[config.mk]
export PLATFORM = sky130hd
export DESIGN_NAME = ubx_nav_emitter
export DESIGN_NICKNAME = d
export VERILOG_FILES = /design/src/rtl/ubx_nav_emitter.sv
export SDC_FILE = /design/constraint.sdc
export NUM_CORES = 1
export LEC_CHECK = 0
export CORE_UTILIZATION = 50
export CTS_BUF_LIST = sky130_fd_sc_hd__clkbuf_8
export CTS_CLUSTER_SIZE = 30
export DETAILED_ROUTE_END_ITERATION = 8
export PLACE_DENSITY = 0.77
export RECOVER_POWER = 25
export REMOVE_ABC_BUFFERS = 1
export SYNTH_ARGS = -nofsm -noshare
export SYNTH_HDL_FRONTEND = slang
export SYNTH_SLANG_ARGS = --single-unit
[constraint.sdc]
create_clock -name clk -period 12.36 [get_ports clk]
set_clock_uncertainty 0.2 [all_clocks]
set_input_delay 3.09 -clock clk [delete_from_list [all_inputs] [get_ports clk]]
set_output_delay 3.09 -clock clk [all_outputs]
set_load 0.05 [all_outputs]
[src/rtl/ubx_nav_emitter.sv]
// UBX transmitter: emits NAV-POSLLH then NAV-VELNED (or CFG ACK-ACK with
// UBX_ACK_EN) byte by byte to a UART with running Fletcher checksums.
// Ports: clk, rst (async high); send request; time_/lon/lat/ground_speed
// values latched per pair; busy; tx_data/tx_send to UART, tx_busy back;
// rx_data/rx_new from UART receiver (only used when UBX_ACK_EN is defined).
module ubx_nav_emitter (
  input  logic        clk,
  input  logic        rst,
  input  logic        send,
  input  logic [31:0] time_,
  input  logic [31:0] lon,
  input  logic [31:0] lat,
  input  logic [31:0] ground_speed,
  output logic        busy,
  output logic [7:0]  tx_data,
  output logic        tx_send,
  input  logic        tx_busy,
  input  logic [7:0]  rx_data,
  input  logic        rx_new
);

  typedef enum logic [2:0] {
    S_IDLE, S_LOAD, S_SEND, S_GAP, S_DONE
  } state_t;

  typedef enum logic [1:0] {
    F_POS, F_VEL, F_ACK
  } frame_t;

  state_t      state_q, state_d;
  frame_t      frame_q, frame_d;
  logic [5:0]  idx_q, idx_d;
  logic [7:0]  ck_a_q, ck_a_d;
  logic [7:0]  ck_b_q, ck_b_d;
  logic        send_pending_q, send_pending_d;
  logic [31:0] itow_q, itow_d;
  logic [31:0] lon_q, lon_d;
  logic [31:0] lat_q, lat_d;
  logic [31:0] gspd_q, gspd_d;
  logic [7:0]  tx_id_q, tx_id_d;
  logic [7:0]  tx_data_q, tx_data_d;
  logic        tx_send_q, tx_send_d;
  logic        busy_q, busy_d;

  logic        ack_pending;
  logic [7:0]  ack_id;
  logic        ack_take;
  logic        pend_clear;
  logic [5:0]  last_idx;
  logic [5:0]  ck_last;
  logic [7:0]  cur_byte;
  logic [5:0]  off;
  logic [7:0]  ck_a_n;

  assign ack_take = (state_q == S_IDLE) && ack_pending;

`ifdef UBX_ACK_EN
  typedef enum logic [1:0] {
    R_SYNC1, R_SYNC2, R_CLASS, R_ID
  } rstate_t;

  rstate_t    rstate_q, rstate_d;
  logic       ack_pending_q, ack_pending_d;
  logic [7:0] ack_id_q, ack_id_d;

  // A new CFG match wins over a take in the same cycle.
  always_comb begin
    rstate_d      = rstate_q;
    ack_pending_d = ack_pending_q & ~ack_take;
    ack_id_d      = ack_id_q;
    if (rx_new) begin
      unique case (rstate_q)
        R_SYNC1: rstate_d = (rx_data == 8'hB5) ? R_SYNC2 : R_SYNC1;
        R_SYNC2: begin
          if (rx_data == 8'h62)      rstate_d = R_CLASS;
          else if (rx_data == 8'hB5) rstate_d = R_SYNC2;
          else                       rstate_d = R_SYNC1;
        end
        R_CLASS: rstate_d = (rx_data == 8'h06) ? R_ID : R_SYNC1;
        R_ID: begin
          rstate_d      = R_SYNC1;
          ack_pending_d = 1'b1;
          ack_id_d      = rx_data;
        end
        default: rstate_d = R_SYNC1;
      endcase
    end
  end

  always_ff @(posedge clk or posedge rst) begin
    if (rst) begin
      rstate_q      <= R_SYNC1;
      ack_pending_q <= 1'b0;
      ack_id_q      <= 8'h00;
    end else begin
      rstate_q      <= rstate_d;
      ack_pending_q <= ack_pending_d;
      ack_id_q      <= ack_id_d;
    end
  end

  assign ack_pending = ack_pending_q;
  assign ack_id      = ack_id_q;
`else
  logic unused_rx;
  assign unused_rx   = ^{rx_data, rx_new};
  assign ack_pending = 1'b0;
  assign ack_id      = 8'h00;
`endif

  // ck_last is the last payload byte; the two bytes after it are CK_A/CK_B.
  always_comb begin
    unique case (frame_q)
      F_VEL:   begin last_idx = 6'd43; ck_last = 6'd41; end
      F_ACK:   begin last_idx = 6'd9;  ck_last = 6'd7;  end
      default: begin last_idx = 6'd35; ck_last = 6'd33; end
    endcase
  end

  // Word fields start at payload offsets that are multiples of 4,
  // so idx-6 gives the little-endian byte lane for all of them.
  assign off = idx_q - 6'd6;

  always_comb begin
    cur_byte = 8'h00;
    if (idx_q == last_idx) begin
      cur_byte = ck_b_q;
    end else if (idx_q == ck_last + 6'd1) begin
      cur_byte = ck_a_q;
    end else if (idx_q == 6'd0) begin
      cur_byte = 8'hB5;
    end else if (idx_q == 6'd1) begin
      cur_byte = 8'h62;
    end else begin
      unique case (frame_q)
        F_VEL: begin
          unique case (1'b1)
            idx_q == 6'd2:                 cur_byte = 8'h01;
            idx_q == 6'd3:                 cur_byte = 8'h12;
            idx_q == 6'd4:                 cur_byte = 8'h24;
            idx_q >= 6'd6 && idx_q <= 6'd9:
              cur_byte = itow_q[8*off[1:0] +: 8];
            idx_q >= 6'd26 && idx_q <= 6'd29:
              cur_byte = gspd_q[8*off[1:0] +: 8];
            default:                       cur_byte = 8'h00;
          endcase
        end
        F_ACK: begin
          unique case (1'b1)
            idx_q == 6'd2: cur_byte = 8'h05;
            idx_q == 6'd3: cur_byte = 8'h01;
            idx_q == 6'd4: cur_byte = 8'h02;
            idx_q == 6'd6: cur_byte = 8'h06;
            idx_q == 6'd7: cur_byte = tx_id_q;
            default:       cur_byte = 8'h00;
          endcase
        end
        default: begin
          unique case (1'b1)
            idx_q == 6'd2:                 cur_byte = 8'h01;
            idx_q == 6'd3:                 cur_byte = 8'h02;
            idx_q == 6'd4:                 cur_byte = 8'h1C;
            idx_q >= 6'd6 && idx_q <= 6'd9:
              cur_byte = itow_q[8*off[1:0] +: 8];
            idx_q >= 6'd10 && idx_q <= 6'd13:
              cur_byte = lon_q[8*off[1:0] +: 8];
            idx_q >= 6'd14 && idx_q <= 6'd17:
              cur_byte = lat_q[8*off[1:0] +: 8];
            default:                       cur_byte = 8'h00;
          endcase
        end
      endcase
    end
  end

  assign ck_a_n = ck_a_q + cur_byte;

  always_comb begin
    state_d    = state_q;
    frame_d    = frame_q;
    idx_d      = idx_q;
    ck_a_d     = ck_a_q;
    ck_b_d     = ck_b_q;
    itow_d     = itow_q;
    lon_d      = lon_q;
    lat_d      = lat_q;
    gspd_d     = gspd_q;
    tx_id_d    = tx_id_q;
    tx_data_d  = tx_data_q;
    tx_send_d  = 1'b0;
    pend_clear = 1'b0;
    unique case (state_q)
      S_IDLE: begin
        if (ack_pending) begin
          frame_d = F_ACK;
          tx_id_d = ack_id;
          state_d = S_LOAD;
        end else if (send_pending_q) begin
          itow_d     = time_;
          lon_d      = lon;
          lat_d      = lat;
          gspd_d     = ground_speed;
          pend_clear = 1'b1;
          frame_d    = F_POS;
          state_d    = S_LOAD;
        end
      end
      S_LOAD: begin
        idx_d   = 6'd0;
        ck_a_d  = 8'h00;
        ck_b_d  = 8'h00;
        state_d = S_SEND;
      end
      S_SEND: begin
        if (!tx_busy) begin
          tx_send_d = 1'b1;
          tx_data_d = cur_byte;
          state_d   = S_GAP;
        end
      end
      S_GAP: begin
        if (idx_q >= 6'd2 && idx_q <= ck_last) begin
          ck_a_d = ck_a_n;
          ck_b_d = ck_b_q + ck_a_n;
        end
        idx_d   = idx_q + 6'd1;
        state_d = (idx_q == last_idx) ? S_DONE : S_SEND;
      end
      S_DONE: begin
        if (frame_q == F_POS) begin
          frame_d = F_VEL;
          state_d = S_LOAD;
        end else begin
          state_d = S_IDLE;
        end
      end
      default: state_d = S_IDLE;
    endcase
    // A request landing on the consuming edge stays pending.
    send_pending_d = (send_pending_q & ~pend_clear) | send;
    busy_d         = (state_d != S_IDLE);
  end

  always_ff @(posedge clk or posedge rst) begin
    if (rst) begin
      state_q        <= S_IDLE;
      frame_q        <= F_POS;
      idx_q          <= 6'd0;
      ck_a_q         <= 8'h00;
      ck_b_q         <= 8'h00;
      send_pending_q <= 1'b0;
      itow_q         <= 32'h0;
      lon_q          <= 32'h0;
      lat_q          <= 32'h0;
      gspd_q         <= 32'h0;
      tx_id_q        <= 8'h00;
      tx_data_q      <= 8'h00;
      tx_send_q      <= 1'b0;
      busy_q         <= 1'b0;
    end else begin
      state_q        <= state_d;
      frame_q        <= frame_d;
      idx_q          <= idx_d;
      ck_a_q         <= ck_a_d;
      ck_b_q         <= ck_b_d;
      send_pending_q <= send_pending_d;
      itow_q         <= itow_d;
      lon_q          <= lon_d;
      lat_q          <= lat_d;
      gspd_q         <= gspd_d;
      tx_id_q        <= tx_id_d;
      tx_data_q      <= tx_data_d;
      tx_send_q      <= tx_send_d;
      busy_q         <= busy_d;
    end
  end

  assign busy    = busy_q;
  assign tx_data = tx_data_q;
  assign tx_send = tx_send_q;

endmodule
After elaboration in Yosys (flattened, before gate mapping). Cells that the tools add are included.

Output and inout port bits: 10. Bits in read-only memories: 0. Memories kept: 0. Flip-flop bits (word level): 166. Logic and storage cells: 94. Bits in latches: 0. Input port bits: 141. Bits in writable memories: 0.

Multipliers: 0. Div/mod/pow operators: 0. Shifts and indexed selects: 4. Add/subtract/negate cells: 5. Mux-type cells: 27. Order comparisons: 10. Bitwise operators: 4. Eq/ne operators: 16. Reduce and logical (&&, ||, !) cells: 15.

Operators by type and width (count): $shiftx 32x6->8 (4); $mux 8 (6); $pmux 8 s2 (3); $pmux 8 s6 (1); $pmux 8 s5 (1); $pmux 6 s2 (3); $add 8x8->8 (2); $pmux 3 s5 (1); $add 6x1->6 const B (2); $eq 6x2->1 const B (2); $eq 6x3->1 const B (2); $eq 6x6->1 (2); $ge 6x4->1 const B (2); $le 6x4->1 const B (2); $le 6x5->1 const B (2); $pmux 3 s4 (1); $mux 3 (3); $eq 3x2->1 const B (2); $eq 6x1->1 const B (1); $ge 6x2->1 const B (1); $ge 6x3->1 const B (1); $ge 6x5->1 const B (1); $le 6x6->1 (1); $logic_not 6->1 (1); other kinds (19) (34).

Logic depth before layout (Yosys ltp). Gate-level depths: netlist (run 1).

Depth in word-level cells: 12. Gate-level depth with buffers: 29. Gate-level depth less buffers: 25.

Worst setup path after synthesis (run 1). Ideal clock, no wire load.

Kind: flip-flop to flip-flop. Start: reg idx_q[1]. End: reg ck_b_q[7]. Required time: 12.029 ns. Cell stages (with the launch flop): 26. Arrival: 4.675 ns. Path buffers: 4. Path slack: 7.354 ns. Library setup time: 0.131 ns. Cells stage by stage: dfrtp_1 -> buf_6 -> clkinv_1 -> ha_1 -> or2_1 -> buf_6 -> a22o_1 -> buf_6 -> buf_6 -> mux4_2 -> nand2_1 -> a21oi_1 -> o221ai_1 -> nand2_1 -> ha_1 -> inv_1 -> fa_1 -> inv_1 -> ha_1 -> a21o_1 -> a21oi_1 -> o21ai_0 -> o41ai_1 -> xnor2_1 -> xnor2_1 -> o21ai_1.

Cells in the longest elaborated chain, start to end: 12. Elaborated cells between the ends (all ways): 42. Those cells by class: add/sub: 3; order compare: 10; eq/ne: 8; shift: 4; mux: 10; reduce/logical: 7.

Ends and longest elaborated chain: start, declared (line 32) `logic [5:0] idx_q, idx_d;`; start signal, assigned (line 263) `idx_q <= idx_d;`; $sub 2x2->2 (tied with other cells) (line 122) `assign off = idx_q - 6'd6;`; $shiftx 32x6->8 (tied with other cells) (line 168) `cur_byte = lat_q[8*off[1:0] +: 8];`; $pmux 8 s6 / $pmux 8 s5 (equally long branches) (line 159, 137); $pmux 8 s2 (line 135) `unique case (frame_q)`; $mux 8 (line 132) `end else if (idx_q == 6'd1) begin`; $mux 8 (line 130) `end else if (idx_q == 6'd0) begin`; $mux 8 (line 128) `end else if (idx_q == ck_last + 6'd1) begin`; $mux 8 (*) (line 126) `if (idx_q == last_idx) begin`; net cur_byte[0] (line 51) `logic [7:0] cur_byte;`; $add 8x8->8 (*) (line 176) `assign ck_a_n = ck_a_q + cur_byte;`; $add 8x8->8 (*) (line 224) `ck_b_d = ck_b_q + ck_a_n;`; $mux 8 (*) (line 222) `if (idx_q >= 6'd2 && idx_q <= ck_last) begin`; $pmux 8 s2 (*) (line 192) `unique case (state_q)`; end signal, assigned (line 265) `ck_b_q <= ck_b_d;`; end, declared (line 34) `logic [7:0] ck_b_q, ck_b_d;`.

Mark *: on every way through the listed nets, which the timed path passes. The rest lies on a longest branch. The select of a mux whose other input is x is not followed. A chain may end at the register's enable or synchronous reset.

Worst setup path in the final report (run 1).
Start: reg idx_q[0]. End: reg ck_b_q[7].

The elaborated chain is that of the path after synthesis.

==> flow_summary.yaml, run 1 <==
run_status:
  status: "complete, but fails checks"
  violations: "max-capacitance violations, max-slew violations"
synth:
  yosysTopAreaCell: "dfrtp_1"
  synthTopCellsByCount: "165 x dfrtp_1, 129 x mux2_2, 44 x nand2_1, 39 x o21ai_0, 30 x mux4_2"
  ys.flop_type: "dfrtp_1"
  ys_ff_latch: 165
  synth_cell_types: 60
  synth-async-reset-ratio_pct: 100
  yosysSeqAreaShare_pct: 49.3
  postSynthCellCount: 668
  synth_edf_count: 0
  synth.top_cells.by_area: "dfrtp_1 49%, mux2_2 17%, mux4_2 8.1%"
  synth_top_area_share_pct: 49.3
  syn_area_per_cell_um2: 12.5
  synth_most_common_cell: "dfrtp_1"
  syn_area_um2: 8370
  synth_warnings: 0
power_and_ir_drop:
  powerDensity_nw_per_um2: 172
  leakage_nw: 4.28
  max-vdd-ir-drop_uv: 88.5
placed_design:
  numPortBuffers: 141
  dp_cells: 991
  dp_hpwl_um: 13700
  place.gp.congestion: 0.889
clock_tree:
  cts_setup_buffers: 0
  tritoncts: "built"
  cts_root_buf: "clkbuf_8"
  cts.clk_slew.worst_paths_ns: 0.08
  cts_made_buffers: 17
  clk_latency_ns: 0.45
  cts_buffer_depth: 2
  cts_resized: 0
  clock-sinks: 165
  cts-hold-fix-buffers: 0
  htree_levels: 4
critical_path:
  start_kind: "flop"
  critPathBufInv: 4
  r2r_slack_ns: 3.77
  cp_data_arrival_time_ns: 8.72
  end_kind: "flop"
  slowest_delay_ns: 1.64
  rr_endpoint: "ck_b_q[7]"
  crit_type: "flop to flop"
  slowest_stage: "clkbuf_1"
  cp.required_ns: 12.48
  path_cells: "clkbuf_1 > clkinv_1 > ha_1 > or2_1 > a22o_1 > mux4_2 > mux2i_1 > o2111ai_1 > a21oi_1 > nor2_1 > inv_1 > fa_1 > inv_1 > ha_1 > a21o_1 > a21oi_1 > o21ai_0 > o41ai_1 > xnor2_1 > xnor2_1 > o21ai_1"
  rr_startpoint: "idx_q[0]"
  path_max_fanout: 32
  r2r_cells: 21
  critical-path-top-delay-family: "buffers and inverters"
drt:
  routed_wl_um: 19100
  drt_iter0_markers: 311
  drc: 0
  vias_per_cell: 5.75
  via_count: 5924
  wire_per_inst_um: 18.5
  drtPass1Iterations: 6
  drtAntennaViolNets: 0
run:
  maxCapViolCount: 1
cells_and_area:
  nNetsFinal: 957
  syn_to_final_growth_pct: 23.7
  drive_gt1_share_pct: 25.4
  stdcell_count: 1030
timing:
  min_period_ns: 8.59
  setup_viol: 0
  drv_slew: 33
  hold_violations: 0
  tns_ns: 0
  period_share_pct: 69.5
  fmax_mhz: 116
  slew-limit-headroom_pct: -54.5
  hold-worst-slack_ns: 0.295
  rsz0062_at_grt: "false"
  max_slew.worst_pin.slew_ns: 2.32
floorplan:
  fp.dieArea_um2: 17300
  die_w_um: 131
  die_height_um: 131
  initial_utilization_pct: 51.9
  pin_count: 151
  core_um2: 16100
  fp-row-count: 46
hold_path:
  min_to: "tx_data[3]"
  hold_path.class: "flop to flop"
  hold_depth: 2
  worst_hold_startpoint: "tx_data[3]"
grt:
  grt_max_degree: 99
  first_global_vias: 6391
  grt_usage_pct: 23.6
  grt_pass1_wl_um: 32000
  antenna_found_initial: 10
  grt.overflow.total: 0
routing by layer:
| layer | vias up | track usage [%] | part of all wire (%) |
|---|---|---|---|
| li1 | 2709 | - | - |
| met1 | 3000 | 29.0 | 42 |
| met2 | 185 | 39.7 | 50 |
| met3 | 28 | 7.25 | 6.6 |
| met4 | 2 | 7.30 | 1.5 |
| met5 | - | 0 | 0.089 |
worst max path at each step:
stage / slack (ns) / startpoint / to / cells after the start
CTS: 5.66 / idx_q[0] / ck_b_q[7] / 21
finish: 3.77 / idx_q[0] / ck_b_q[7] / 21
detailed placement: 5.70 / idx_q[0] / ck_b_q[7] / 21
floorplan: 4.61 / rst / busy / 1
global route: 3.06 / idx_q[0] / ck_b_q[7] / 21
global placement: 5.72 / idx_q[0] / ck_b_q[7] / 21
where the power goes:
group / switching [W] / internal (W)
sequential: 0.0000577 / 0.000603
clock: 0.000189 / 0.000226
combinational: 0.000376 / 0.000329
total: 0.000623 / 0.00116
registers in the layout (all words and copies together) (netlist names):
| register | flops |
|---|---|
| tx_send | 1 |
| tx_data | 8 |
| ck_b_q | 8 |
| lon_q | 32 |
| itow_q | 32 |
| ck_a_q | 8 |
| idx_q | 6 |
| lat_q | 32 |
| gspd_q | 32 |
| frame_q | 1 |
| busy | 1 |
| state_q | 3 |
| send_pending_q | 1 |
per-stage QoR:
stage	total power, W	cell area [µm²]	worst slack, ns	util [%]
2_1_floorplan	0.00116	8170	4.61	-
3_3_place_gp	0.00135	9910	5.72	61.5
3_5_place_dp	0.00138	9910	5.70	61.5
4_1_cts	0.00179	10300	5.66	64.1
5_1_grt	0.00189	10300	3.06	64.2
6_report	0.00178	10400	3.77	64.2
worst reg2reg max path, cell delays in order, from the launching register on:
cell and delay [ns]:
dfrtp_2 0.35, clkbuf_1 1.64, clkinv_1 1.05, ha_1 0.55
or2_1 0.31, a22o_1 0.57, mux4_2 0.62, mux2i_1 0.26
o2111ai_1 0.16, a21oi_1 0.29, nor2_1 0.13, inv_1 0.09
fa_1 0.48, inv_1 0.09, ha_1 0.23, a21o_1 0.19
a21oi_1 0.22, o21ai_0 0.17, o41ai_1 0.45, xnor2_1 0.21
xnor2_1 0.15, o21ai_1 0.08
cell type report:
type                       count  area [µm²]
inverter                      25        98.8
timing repair buffer         148        1460
antenna                       10        25.0
tap                          216         270
clock buffer                  19         262
clock inverter                10         158
multi-input combinational    437        3950
sequential                   165        4130
fill                        1230        5760
cell families (layout without fill, tap and decap cells):
| family | Yosys count | in the layout | synth area share [%] |
|---|---|---|---|
| flip-flops | 165 | 165 | 49.3 |
| multiplexers | 169 | 169 | 26.6 |
| AO/OA/AOI/OAI | 105 | 105 | 8.16 |
| other | 0 | 10 | 0 |
| AND/OR/NAND/NOR | 127 | 127 | 7.40 |
| buffers and inverters | 66 | 202 | 3.53 |
| XOR/XNOR | 14 | 14 | 1.47 |
| adder cells (fa/ha/maj) | 22 | 22 | 3.47 |
layout by cell type (no fill, tap or decap), types with 5 or more instances in the layout:
cell / n
buf_4: 6
clkbuf_8: 19
diode_2: 10
nor3_1: 9
dlygate4sd3_1: 76
dfrtp_1: 163
a21oi_1: 19
xor2_1: 6
ha_1: 20
mux2_2: 129
o21ai_0: 38
nand2b_1: 8
nand3_1: 22
nor2_1: 20
mux2i_1: 10
a21o_1: 5
clkdlybuf4s50_1: 65
xnor2_1: 8
nand2_1: 44
inv_1: 22
mux4_2: 30
(Power assumes the default switching activity.)
==> run 2: changes to the inputs <==
==> constraint.sdc (replaced) <==
create_clock -name clk -period 8.9 [get_ports clk]
set_clock_uncertainty 0.2 [all_clocks]
set_input_delay 2.225 -clock clk [delete_from_list [all_inputs] [get_ports clk]]
set_output_delay 2.225 -clock clk [all_outputs]
set_load 0.05 [all_outputs]
==> flow_summary.yaml, run 2 (synthesis results as in run 1) <==
run_status:
  status: "complete, but fails checks"
  violations: "max-capacitance violations, max-slew violations"
critical_path:
  start_kind: "flop"
  r2r_cells: 4
  slowest_stage: "clkbuf_1"
  path_cells: "nor3_1 > and2_0 > clkbuf_1 > mux2_2"
  cp_data_arrival_time_ns: 7.31
  rr_endpoint: "itow_q[10]"
  slowest_delay_ns: 3.06
  end_kind: "flop"
  r2r_slack_ns: 1.76
  cp.required_ns: 9.07
  rr_startpoint: "state_q[1]"
  crit_type: "flop to flop"
  path_max_fanout: 86
timing:
  setup_viol: 0
  min_period_ns: 7.14
  fmax_mhz: 140
  rsz0062_at_grt: "false"
  max_slew.worst_pin.slew_ns: 4.18
  hold-worst-slack_ns: 0.307
  hold_violations: 0
  drv_slew: 137
  slew-limit-headroom_pct: -179
  period_share_pct: 80.2
  tns_ns: 0
drt:
  drt_iter0_markers: 328
  drtAntennaViolNets: 0
  via_count: 5851
  routed_wl_um: 19300
  wire_per_inst_um: 18.9
  vias_per_cell: 5.73
  drtPass1Iterations: 5
  drc: 0
power_and_ir_drop:
  powerDensity_nw_per_um2: 242
  leakage_nw: 4.29
  max-vdd-ir-drop_uv: 121
floorplan:
  fp.dieArea_um2: 17300
  core_um2: 16100
  initial_utilization_pct: 51.9
  die_w_um: 131
  fp-row-count: 46
  die_height_um: 131
  pin_count: 151
grt:
  antenna_found_initial: 1
  grt_max_degree: 102
  first_global_vias: 6266
  grt_usage_pct: 23.8
  grt_pass1_wl_um: 32300
  grt.overflow.total: 0
clock_tree:
  cts_made_buffers: 17
  clk_latency_ns: 0.45
  cts.clk_slew.worst_paths_ns: 0.08
  cts-hold-fix-buffers: 0
  clock-sinks: 165
  cts_setup_buffers: 0
  cts_resized: 0
  htree_levels: 4
  cts_buffer_depth: 2
  cts_root_buf: "clkbuf_8"
  tritoncts: "built"
cells_and_area:
  final_cell_mix: "163 x dfrtp_1, 127 x mux2_2, 93 x clkdlybuf4s50_1, 48 x dlygate4sd3_1, 44 x nand2_1"
  seqCellArea_um2: 4130
  final_common_cell: "dfrtp_1"
  drive_gt1_share_pct: 25.0
  nFillCells: 1250
  syn_to_final_growth_pct: 23.7
  nNetsFinal: 957
  multi_input_area_um2: 3940
placed_design:
  numPortBuffers: 141
  dp_hpwl_um: 13900
  place.gp.congestion: 0.890
hold_path:
  min_to: "itow_q[4]"
  hold_depth: 1
  worst_hold_startpoint: "itow_q[4]"
  hold_path.class: "flop to flop"
run:
  maxCapViolCount: 2
-- run 2: changes by cell type in the layout (fill, tap and decap cells not counted), sizes merged --
cell and delta:
inv +1, diode -9, bufinv +1, clkinvlp -1, dlygate4sd3 -28, clkdlybuf4s50 +28
-- run 2: report_power, final --
part | internal, W | total [W] | switching, W
Combinational | 0.000457 | 0.000980 | 0.000522
Clock | 0.000343 | 0.000606 | 0.000262
Sequential | 0.000838 | 0.000919 | 0.0000815
Total | 0.00164 | 0.00251 | 0.000866
-- run 2: worst max-delay path by stage --
stage,start,end,slack (ns),cells past startpoint
floorplan,rst,busy,2.01,1
global placement,idx_q[0],ck_b_q[7],2.60,20
detailed placement,idx_q[0],ck_b_q[7],2.52,20
CTS,idx_q[0],ck_b_q[7],2.51,20
global route,state_q[1],lon_q[23],1.05,4
finish,state_q[1],itow_q[10],1.76,4
-- run 2: critical path: cells and delay by family (launching register included) --
| family | cells | cell delay (ns) |
|---|---|---|
| muxes | 1 | 0.60 |
| and+or+nand+nor | 2 | 2.60 |
| buffers and inverters | 1 | 3.06 |
| DFF | 1 | 0.49 |
-- run 2: per-stage QoR --
stage	util [%]	cell area, µm²	std cells	setup WS, ns	power, W
6_report	64.2	10400	1022	1.76	0.00251
3_5_place_dp	61.5	9910	991	2.52	0.00191
3_3_place_gp	61.5	9910	991	2.60	0.00187
5_1_grt	64.2	10400	1022	1.05	0.00265
2_1_floorplan	-	8170	627	2.01	0.00161
4_1_cts	64.3	10400	1021	2.51	0.00252
-- run 2: routing by layer --
layer  GRT usage [%]  wire length [µm]
met1            30.1              8170
met2            40.2              9710
met3            6.83              1240
met4            5.88               211
met5               0                 0
-- run 2: layout make-up --
type	instances	area share, %
diodes	1	0.0242
inverters	25	0.955
clock buffers	19	2.53
multi-input cells	437	38.1
repair buffers	148	14.1
flip-flops and latches	165	39.9
clock inverters	11	1.78
well taps	216	2.61
